===== src/rtl/led_matrix_scanner.sv =====
// led_matrix_scanner: scans a double-buffered 16x16 frame onto a row-multiplexed LED panel
//
// Ports:
//   clk         system clock, rising edge
//   reset       asynchronous active-low reset
//   matrix      256-bit frame, bit y*16+x = row y column x; sampled in LOAD only
//   brightness  3-bit duty (7 = full); present only with LED_BRIGHTNESS_EN defined
//   ser_data    column bit to the external shift register
//   ser_clk     shift clock, register samples on its rising edge
//   ser_latch   one-cycle pulse moving the shifted row into the column drivers
//   oe_n        active-low panel enable, 1 = blanked
//   row_addr    selected row
//   frame_done  one-cycle pulse coinciding with the LOAD after row 15
//
// Optional feature macro: LED_BRIGHTNESS_EN
module led_matrix_scanner #(
    parameter int CLK_DIV     = 2,
    parameter int HOLD_CYCLES = 512
) (
    input  logic         clk,
    input  logic         reset,
    input  logic [255:0] matrix,
`ifdef LED_BRIGHTNESS_EN
    input  logic [2:0]   brightness,
`endif
    output logic         ser_data,
    output logic         ser_clk,
    output logic         ser_latch,
    output logic         oe_n,
    output logic [3:0]   row_addr,
    output logic         frame_done
);
    localparam int DW = CLK_DIV > 1 ? $clog2(CLK_DIV) : 1;
    localparam int HW = $clog2(HOLD_CYCLES);
    localparam logic [DW-1:0] DIV_MAX  = DW'(CLK_DIV - 1);
    localparam logic [HW-1:0] HOLD_MAX = HW'(HOLD_CYCLES - 1);

    typedef enum logic [1:0] {LOAD, SHIFT, LATCH, DISPLAY} state_t;

    state_t         state, state_nx;
    logic [255:0]   shadow, shadow_nx;
    logic [3:0]     row, row_nx, x, x_nx, row_addr_nx;
    logic [DW-1:0]  div, div_nx;
    logic           ph, ph_nx;
    logic [HW-1:0]  hold, hold_nx;
    logic           ser_data_nx, ser_clk_nx, ser_latch_nx, oe_n_nx, frame_done_nx;
`ifdef LED_BRIGHTNESS_EN
    logic [2:0]     bright, bright_nx;
    logic [HW+3:0]  on_len;
    // Lit portion of DISPLAY; never zero because HOLD_CYCLES >= 8.
    assign on_len = (HW+4)'(((32'(bright) + 32'd1) * 32'(HOLD_CYCLES)) >> 3);
`endif

    // All outputs are computed one cycle ahead and registered, so each output
    // lines up with the state it belongs to and nothing reaches a pin combinationally.
    always_comb begin
        state_nx      = state;
        shadow_nx     = shadow;
        row_nx        = row;
        x_nx          = x;
        div_nx        = div;
        ph_nx         = ph;
        hold_nx       = hold;
        ser_data_nx   = ser_data;
        ser_clk_nx    = ser_clk;
        ser_latch_nx  = 1'b0;
        oe_n_nx       = oe_n;
        row_addr_nx   = row_addr;
        frame_done_nx = 1'b0;
`ifdef LED_BRIGHTNESS_EN
        bright_nx     = bright;
`endif
        case (state)
            LOAD: begin
                state_nx    = SHIFT;
                shadow_nx   = matrix;
                row_nx      = 4'd0;
                x_nx        = 4'd15;
                div_nx      = '0;
                ph_nx       = 1'b0;
                ser_data_nx = matrix[15];
                ser_clk_nx  = 1'b0;
                oe_n_nx     = 1'b1;
`ifdef LED_BRIGHTNESS_EN
                bright_nx   = brightness;
`endif
            end
            SHIFT: begin
                div_nx = div + 1'b1;
                if (div == DIV_MAX) begin
                    div_nx     = '0;
                    ph_nx      = ~ph;
                    ser_clk_nx = ~ph;
                    if (ph) begin
                        if (x == 4'd0) begin
                            state_nx     = LATCH;
                            ser_latch_nx = 1'b1;
                            row_addr_nx  = row;
                        end else begin
                            x_nx        = x - 4'd1;
                            ser_data_nx = shadow[{row, x - 4'd1}];
                        end
                    end
                end
            end
            LATCH: begin
                state_nx = DISPLAY;
                hold_nx  = '0;
                oe_n_nx  = 1'b0;
            end
            DISPLAY: begin
                hold_nx = hold + 1'b1;
`ifdef LED_BRIGHTNESS_EN
                oe_n_nx = ((HW+4)'(hold) + (HW+4)'(1)) >= on_len;
`endif
                if (hold == HOLD_MAX) begin
                    oe_n_nx = 1'b1;
                    hold_nx = '0;
                    if (row == 4'd15) begin
                        state_nx      = LOAD;
                        frame_done_nx = 1'b1;
                    end else begin
                        state_nx    = SHIFT;
                        row_nx      = row + 4'd1;
                        x_nx        = 4'd15;
                        div_nx      = '0;
                        ph_nx       = 1'b0;
                        ser_data_nx = shadow[{row + 4'd1, 4'd15}];
                    end
                end
            end
            default: state_nx = LOAD;
        endcase
    end

    always_ff @(posedge clk or negedge reset) begin
        if (!reset) begin
            state      <= LOAD;
            shadow     <= '0;
            row        <= 4'd0;
            x          <= 4'd15;
            div        <= '0;
            ph         <= 1'b0;
            hold       <= '0;
            ser_data   <= 1'b0;
            ser_clk    <= 1'b0;
            ser_latch  <= 1'b0;
            oe_n       <= 1'b1;
            row_addr   <= 4'd0;
            frame_done <= 1'b0;
`ifdef LED_BRIGHTNESS_EN
            bright     <= 3'd7;
`endif
        end else begin
            state      <= state_nx;
            shadow     <= shadow_nx;
            row        <= row_nx;
            x          <= x_nx;
            div        <= div_nx;
            ph         <= ph_nx;
            hold       <= hold_nx;
            ser_data   <= ser_data_nx;
            ser_clk    <= ser_clk_nx;
            ser_latch  <= ser_latch_nx;
            oe_n       <= oe_n_nx;
            row_addr   <= row_addr_nx;
            frame_done <= frame_done_nx;
`ifdef LED_BRIGHTNESS_EN
            bright     <= bright_nx;
`endif
        end
    end
endmodule


===== config.mk =====
export PLATFORM = sky130hd
export DESIGN_NAME = led_matrix_scanner
export DESIGN_NICKNAME = d
export VERILOG_FILES = /design/src/rtl/led_matrix_scanner.sv
export SDC_FILE = /design/constraint.sdc
export NUM_CORES = 1
export LEC_CHECK = 0
export BUFFER_PORTS_ARGS = -buffer_cell sky130_fd_sc_hd__buf_2
export CAP_MARGIN = 20
export CORE_MARGIN = 5
export CORE_UTILIZATION = 30
export CTS_CLUSTER_DIAMETER = 100
export CTS_CLUSTER_SIZE = 24
export DETAILED_ROUTE_END_ITERATION = 16
export GPL_TIMING_DRIVEN = 0
export SETUP_SLACK_MARGIN = 0.1
export SKIP_CTS_REPAIR_TIMING = 1
export SYNTH_ARGS = -nofsm -noshare
export SYNTH_HDL_FRONTEND = slang
export SYNTH_SLANG_ARGS = --single-unit

===== constraint.sdc =====
create_clock -name clk -period 3.5 [get_ports clk]
set_input_delay 0.525 -clock clk [delete_from_list [all_inputs] [get_ports clk]]
set_output_delay 0.525 -clock clk [all_outputs]
set_load 0.005 [all_outputs]

## Word-level counts from Yosys, hierarchy flattened

Index checks and enable logic that the tools add are counted.

- Add/sub/neg operators: 4
- Magnitude comparators: 2
- Equal/unequal tests: 11
- Muxes and demuxes: 43
- Reductions and logical operators: 15
- Bitwise operators: 1

Operator list:

| kind | number |
|---|---|
| 4-bit 2-to-1 mux | 7 |
| 1-bit 2-to-1 mux | 20 |
| 8-bit by 9-bit < comparator with 1-bit output (second input constant) | 2 |
| 9-bit case mux with 2 select lines | 1 |
| 2-bit != test (second input constant) | 6 |
| 1-bit case mux with 3 select lines | 4 |
| 4-bit case mux with 3 select lines | 1 |
| 4-bit AND reduction | 3 |
| 9-bit by 1-bit adder with 9-bit output (second input constant) | 1 |
| 9-bit == test (second input constant) | 1 |
| 9-bit 2-to-1 mux | 1 |
| 1-bit binary-select mux with 8-bit select | 1 |
| 2-bit 2-to-1 mux | 4 |
| 2-bit case mux with 4 select lines | 1 |
| 4-bit case mux with 2 select lines | 1 |
| 3-bit AND reduction | 2 |
| 6-bit AND reduction | 1 |
| 2-bit nonzero test | 3 |
| 3-bit nonzero test | 2 |
| 4-bit by 1-bit adder with 4-bit output (second input constant) | 1 |
| 1-bit binary-select mux with 4-bit select | 1 |
| 2-bit == test (second input constant) | 2 |
| 4-bit == test (second input constant) | 1 |
| 4-bit logical NOT | 1 |
| other kinds (7) | 8 |

- Input port bits: 258
- Word-level logic and storage cells: 89
- Output and inout port bits: 9
- Bits in registers: 286

## Longest topological paths before layout

- Word-level depth: 7
- Depth in mapped cells: 16
- Depth with buffers taken out: 10

## Worst setup path before layout

OpenSTA, ideal clock, no wires.

- Path type: flip-flop to flip-flop
- Start point: register x[0]
- End point: register ser_data
- Buffers on the path: 5
- Library setup time: 129 ps
- Required time: 3371 ps
- Slack: -120 ps
- Stages on the path, launching flop included: 13
- Clock period less this slack: 3620 ps
- Data arrival time: 3491 ps
- Path through: dfstp_2 > buf_6 > buf_6 > buf_4 > buf_2 > inv_1 > ha_1 > buf_2 > mux4_2 > mux4_2 > or3_1 > a311oi_1 > o31ai_1

- Cells in the longest elaborated chain, start to end: 7
- Elaborated cells on any way between the ends: 10
- Those cells by class: add/sub (1); eq/ne (1); mux (6); reduce/logical (2)

Ends and longest elaborated chain:

| what | line | text |
|---|---|---|
| start: declaration | 42 | `logic [3:0] row, row_nx, x, x_nx, row_addr_nx;` |
| start signal: assignment | 158 | `x <= x_nx;` |
| 4-bit by 1-bit subtractor with 4-bit output | 101 | `ser_data_nx = shadow[{row, x - 4'd1}];` |
| 1-bit binary-select mux with 8-bit select | 101 |  |
| 1-bit 2-to-1 mux (implied by the code) | 101 |  |
| 1-bit 2-to-1 mux | 95 | `if (x == 4'd0) begin` |
| 1-bit 2-to-1 mux | 94 | `if (ph) begin` |
| 1-bit 2-to-1 mux | 90 | `if (div == DIV_MAX) begin` |
| 1-bit case mux with 3 select lines | 73 | `case (state)` |
| end signal: assignment | 162 | `ser_data <= ser_data_nx;` |
| end: declaration | 26 | `output logic ser_data,` |

Several ways; a longest one is shown, not always the timed one. The select of a mux whose other input is x is not followed.
A chain may end at the register's enable or synchronous reset.

## Worst setup path after layout

Ends and elaborated chain as after synthesis.

==> impl_metrics.env <==
export IMPL_grtUsageTotal=0.160
export IMPL_synth_edf_count=0
export IMPL_tritoncts="yes"
export IMPL_rsz0062_at_grt="true"
export IMPL_yosysTopAreaCellShare=0.528
export IMPL_worst_slew_pin_slew_ns=0.889
export IMPL_synth_largest_area_cell="dfrtp_1"
export IMPL_synthDistinctLibCells=53
export IMPL_nets=1452
export IMPL_holdWs_ns=0.218
export IMPL_io_pins=267
export IMPL_crit_slowest_cell="dfstp_2"
export IMPL_drt_pass1_iter_count=4
export IMPL_power_w=0.00611
export IMPL_skew_ns=0.0166
export IMPL_synth_ff_type="dfrtp_1"
export IMPL_htree_levels=1
export IMPL_cts_made_buffers=16
export IMPL_yosys_mux_area_fraction=0.358
export IMPL_maxCapViolCount=0
export IMPL_ys_top_cells_by_area="dfrtp_1 53%, mux2_2 22%, mux4_2 13%"
export IMPL_critPathMostFrequentCell="buf_12"
export IMPL_r2r_end="ser_data"
export IMPL_drc=0
export IMPL_viasPerCell=4.82
export IMPL_crit_fanout=8
export IMPL_grt_pass1_vias=9096
export IMPL_antenna_found_initial=13
export IMPL_synthXorXnorAreaFrac=0.00319
export IMPL_final_util=0.374
export IMPL_crit_end="ser_data"
export IMPL_synth_simple_area_share=0.0330
export IMPL_worstSetupPathType="flip-flop to flip-flop"
export IMPL_cts_max_path_buffers=3
export IMPL_final_hold_violation_count=0
export IMPL_fmax_mhz=286
export IMPL_slew_viol_final=0
export IMPL_ys_warnings_count=0
export IMPL_async_flop_share=1.00
export IMPL_synth_fa_ha_area_frac=0.00939
export IMPL_fp_dieW_um=221
export IMPL_r2r_cells=14
export IMPL_slowest_delay_ns=0.55
export IMPL_coreArea_um2=44000
export IMPL_powerDensity_nw_per_um2=371
export IMPL_worst_ep_arrival_time_ns=3.91
export IMPL_ff2ff_setup_slack_ns=0.0009
export IMPL_final_critical_path_setup_slack_ns=0.000930
export IMPL_startpoint="x[0]"
export IMPL_drive_gt1_frac=0.594
export IMPL_setup_viol=0
export IMPL_syn2layout_area_growth_pct=23.5
export IMPL_cts_sinks=286
export IMPL_regToRegStartpoint="x[0]"
export IMPL_min_period_ns=3.50
export IMPL_outcome="finished, final reports clean"
export IMPL_place_congestion=0.823
export IMPL_synthesis_nets=1131
export IMPL_required_ns=3.91
export IMPL_dieHeight_um=221
export IMPL_cts_root_buf="clkbuf_16"
export IMPL_route_vias_total=8621
export IMPL_netlist_area_um2=13300
export IMPL_dieArea_um2=48700
export IMPL_hpwl_um=29500
export IMPL_io_buffers=266
export IMPL_ys_seq_elements=286
export IMPL_ys_seq_area_frac=0.538
export IMPL_slew_headroom=0.407
export IMPL_grt_max_degree=110
export IMPL_hold_path_class="primary input to flip-flop"
export IMPL_ir_worst_vdd_mv=0.314
export IMPL_crit_path_end_kind="flip-flop"
export IMPL_synth_compound_area_frac=0.0312
export IMPL_path_clk_slew_ns=0.10
export IMPL_synth_top_family_by_area="multiplexers"
export IMPL_setup_tns_ns=0
export IMPL_ant_nets=0
export IMPL_grt_ovfl_total=0
export IMPL_syn_inst=863
export IMPL_power_leakage_nw=6.92
export IMPL_drt_initial_drc_count=497
export IMPL_clk_latency_ns=0.53
export IMPL_grt_pass1_wl_um=58000
export IMPL_period_share=1.00
export IMPL_place_ws_ns=-1.23
export IMPL_avgSynthCellArea_um2=15.4
export IMPL_wirelength_um=39600
export IMPL_start_kind="flip-flop"
export IMPL_initial_core_util=0.303
export IMPL_rows=77
export IMPL_crit_chain="buf_8, buf_12, buf_16, buf_12, clkinvlp_4, ha_4, buf_12, buf_4, mux4_2, mux4_2, nor2_2, o41ai_2, a311oi_2, o31ai_1"
export IMPL_wl_per_cell_um=22.2
==> per-layer routing <==
layer	share of wire	wire, um	GRT usage	up-vias
li1	-	-	-	3888
met3	0.069	2750	0.0386	51
met2	0.48	19000	0.261	207
met1	0.43	17200	0.222	4459
met4	0.015	575	0.0294	16
met5	0.0023	91	0	-
==> sequential cells by signal (all words and copies together), names as in the netlist <==
register	count
ser_data	1
state	2
ph	1
div	1
ser_latch	1
frame_done	1
x	4
row	4
row_addr	4
oe_n	1
shadow	256
hold	9
ser_clk	1
==> worst min-delay path by stage <==
stage	from	end	slack, ns	cells after the start
after floorplan	reset	div	0.23	0
after global placement	row_addr[1]	row_addr[1]	0.46	2
after detailed placement	row_addr[1]	row_addr[1]	0.47	2
after CTS	reset	shadow[182]	-0.04	1
after global routing	matrix[70]	shadow[70]	0.19	2
final	matrix[131]	shadow[131]	0.22	2
==> synthesized netlist by cell type (6+ instances only) <==
| cell | count |
|---|---|
| mux2i_1 | 7 |
| buf_2 | 6 |
| mux2_2 | 262 |
| dfrtp_1 | 281 |
| a31oi_1 | 7 |
| clkbuf_1 | 39 |
| ha_1 | 10 |
| nand2_1 | 21 |
| nor2_1 | 19 |
| o21ai_0 | 19 |
| nand3_1 | 21 |
| a21oi_1 | 13 |
| inv_1 | 10 |
| mux4_2 | 74 |
==> cell families (layout without fill, tap and decap cells) <==
| family | Yosys count | after routing |
|---|---|---|
| multiplexers | 346 | 346 |
| flip-flops | 286 | 286 |
| AND/OR/NAND/NOR | 84 | 84 |
| buffers and inverters | 69 | 396 |
| AO/OA/AOI/OAI | 64 | 64 |
| adder cells (fa/ha/maj) | 10 | 10 |
| XOR/XNOR | 4 | 4 |
| other | 0 | 5 |
==> cell type report <==
| cell class | count | area [um2] |
|---|---|---|
| Clock inverter | 4 | 33.8 |
| Multi-Input combinational cell | 508 | 5880 |
| Tap cell | 592 | 741 |
| Fill cell | 4248 | 27600 |
| Antenna cell | 5 | 12.5 |
| Clock buffer | 20 | 447 |
| Timing Repair Buffer | 303 | 1670 |
| Buffer | 59 | 467 |
| Inverter | 10 | 41.3 |
| Sequential cell | 286 | 7160 |
==> through the flow <==
stage	cell area (um2)	instances
final	16400	1787
after global routing	16400	1784
after CTS	16000	1747
after detailed placement	15500	1723
after global placement	15400	1721
after floorplan	13300	863
==> critical path, delay by kind of cell (launching register included) <==
kind | cells | cell delay (ns)
AOI/OAI and AO/OA | 3 | 0.50
buffers and inverters | 7 | 0.88
and+or+nand+nor | 1 | 0.15
muxes | 2 | 0.97
DFF | 1 | 0.55
adders and majority gates | 1 | 0.30
==> report_power, final <==
group | internal [W] | switching (W)
sequential | 0.00345 | 0.0000799
combinational | 0.000288 | 0.000186
clock | 0.000926 | 0.00118
total | 0.00467 | 0.00144
==> cell usage in the layout, fill, tap and decap left out, types with 3 or more instances in the layout <==
cell       count
dfrtp_1      281
buf_6          4
mux4_2        75
buf_4         34
buf_2        266
nor2_1        18
o211ai_1       4
and4_1         3
buf_8          7
dfstp_2        5
a22o_1         4
ha_1           9
a21oi_1       11
mux2i_1        5
nand3_1       21
diode_2        5
o21ai_0       19
clkbuf_1      40
clkbuf_16     17
nand4_1        4
a31oi_1        7
inv_1          9
nand2_1       21
buf_16         4
mux2_2       262
buf_12         6
No activity file was read; power rests on OpenSTA's default activity.
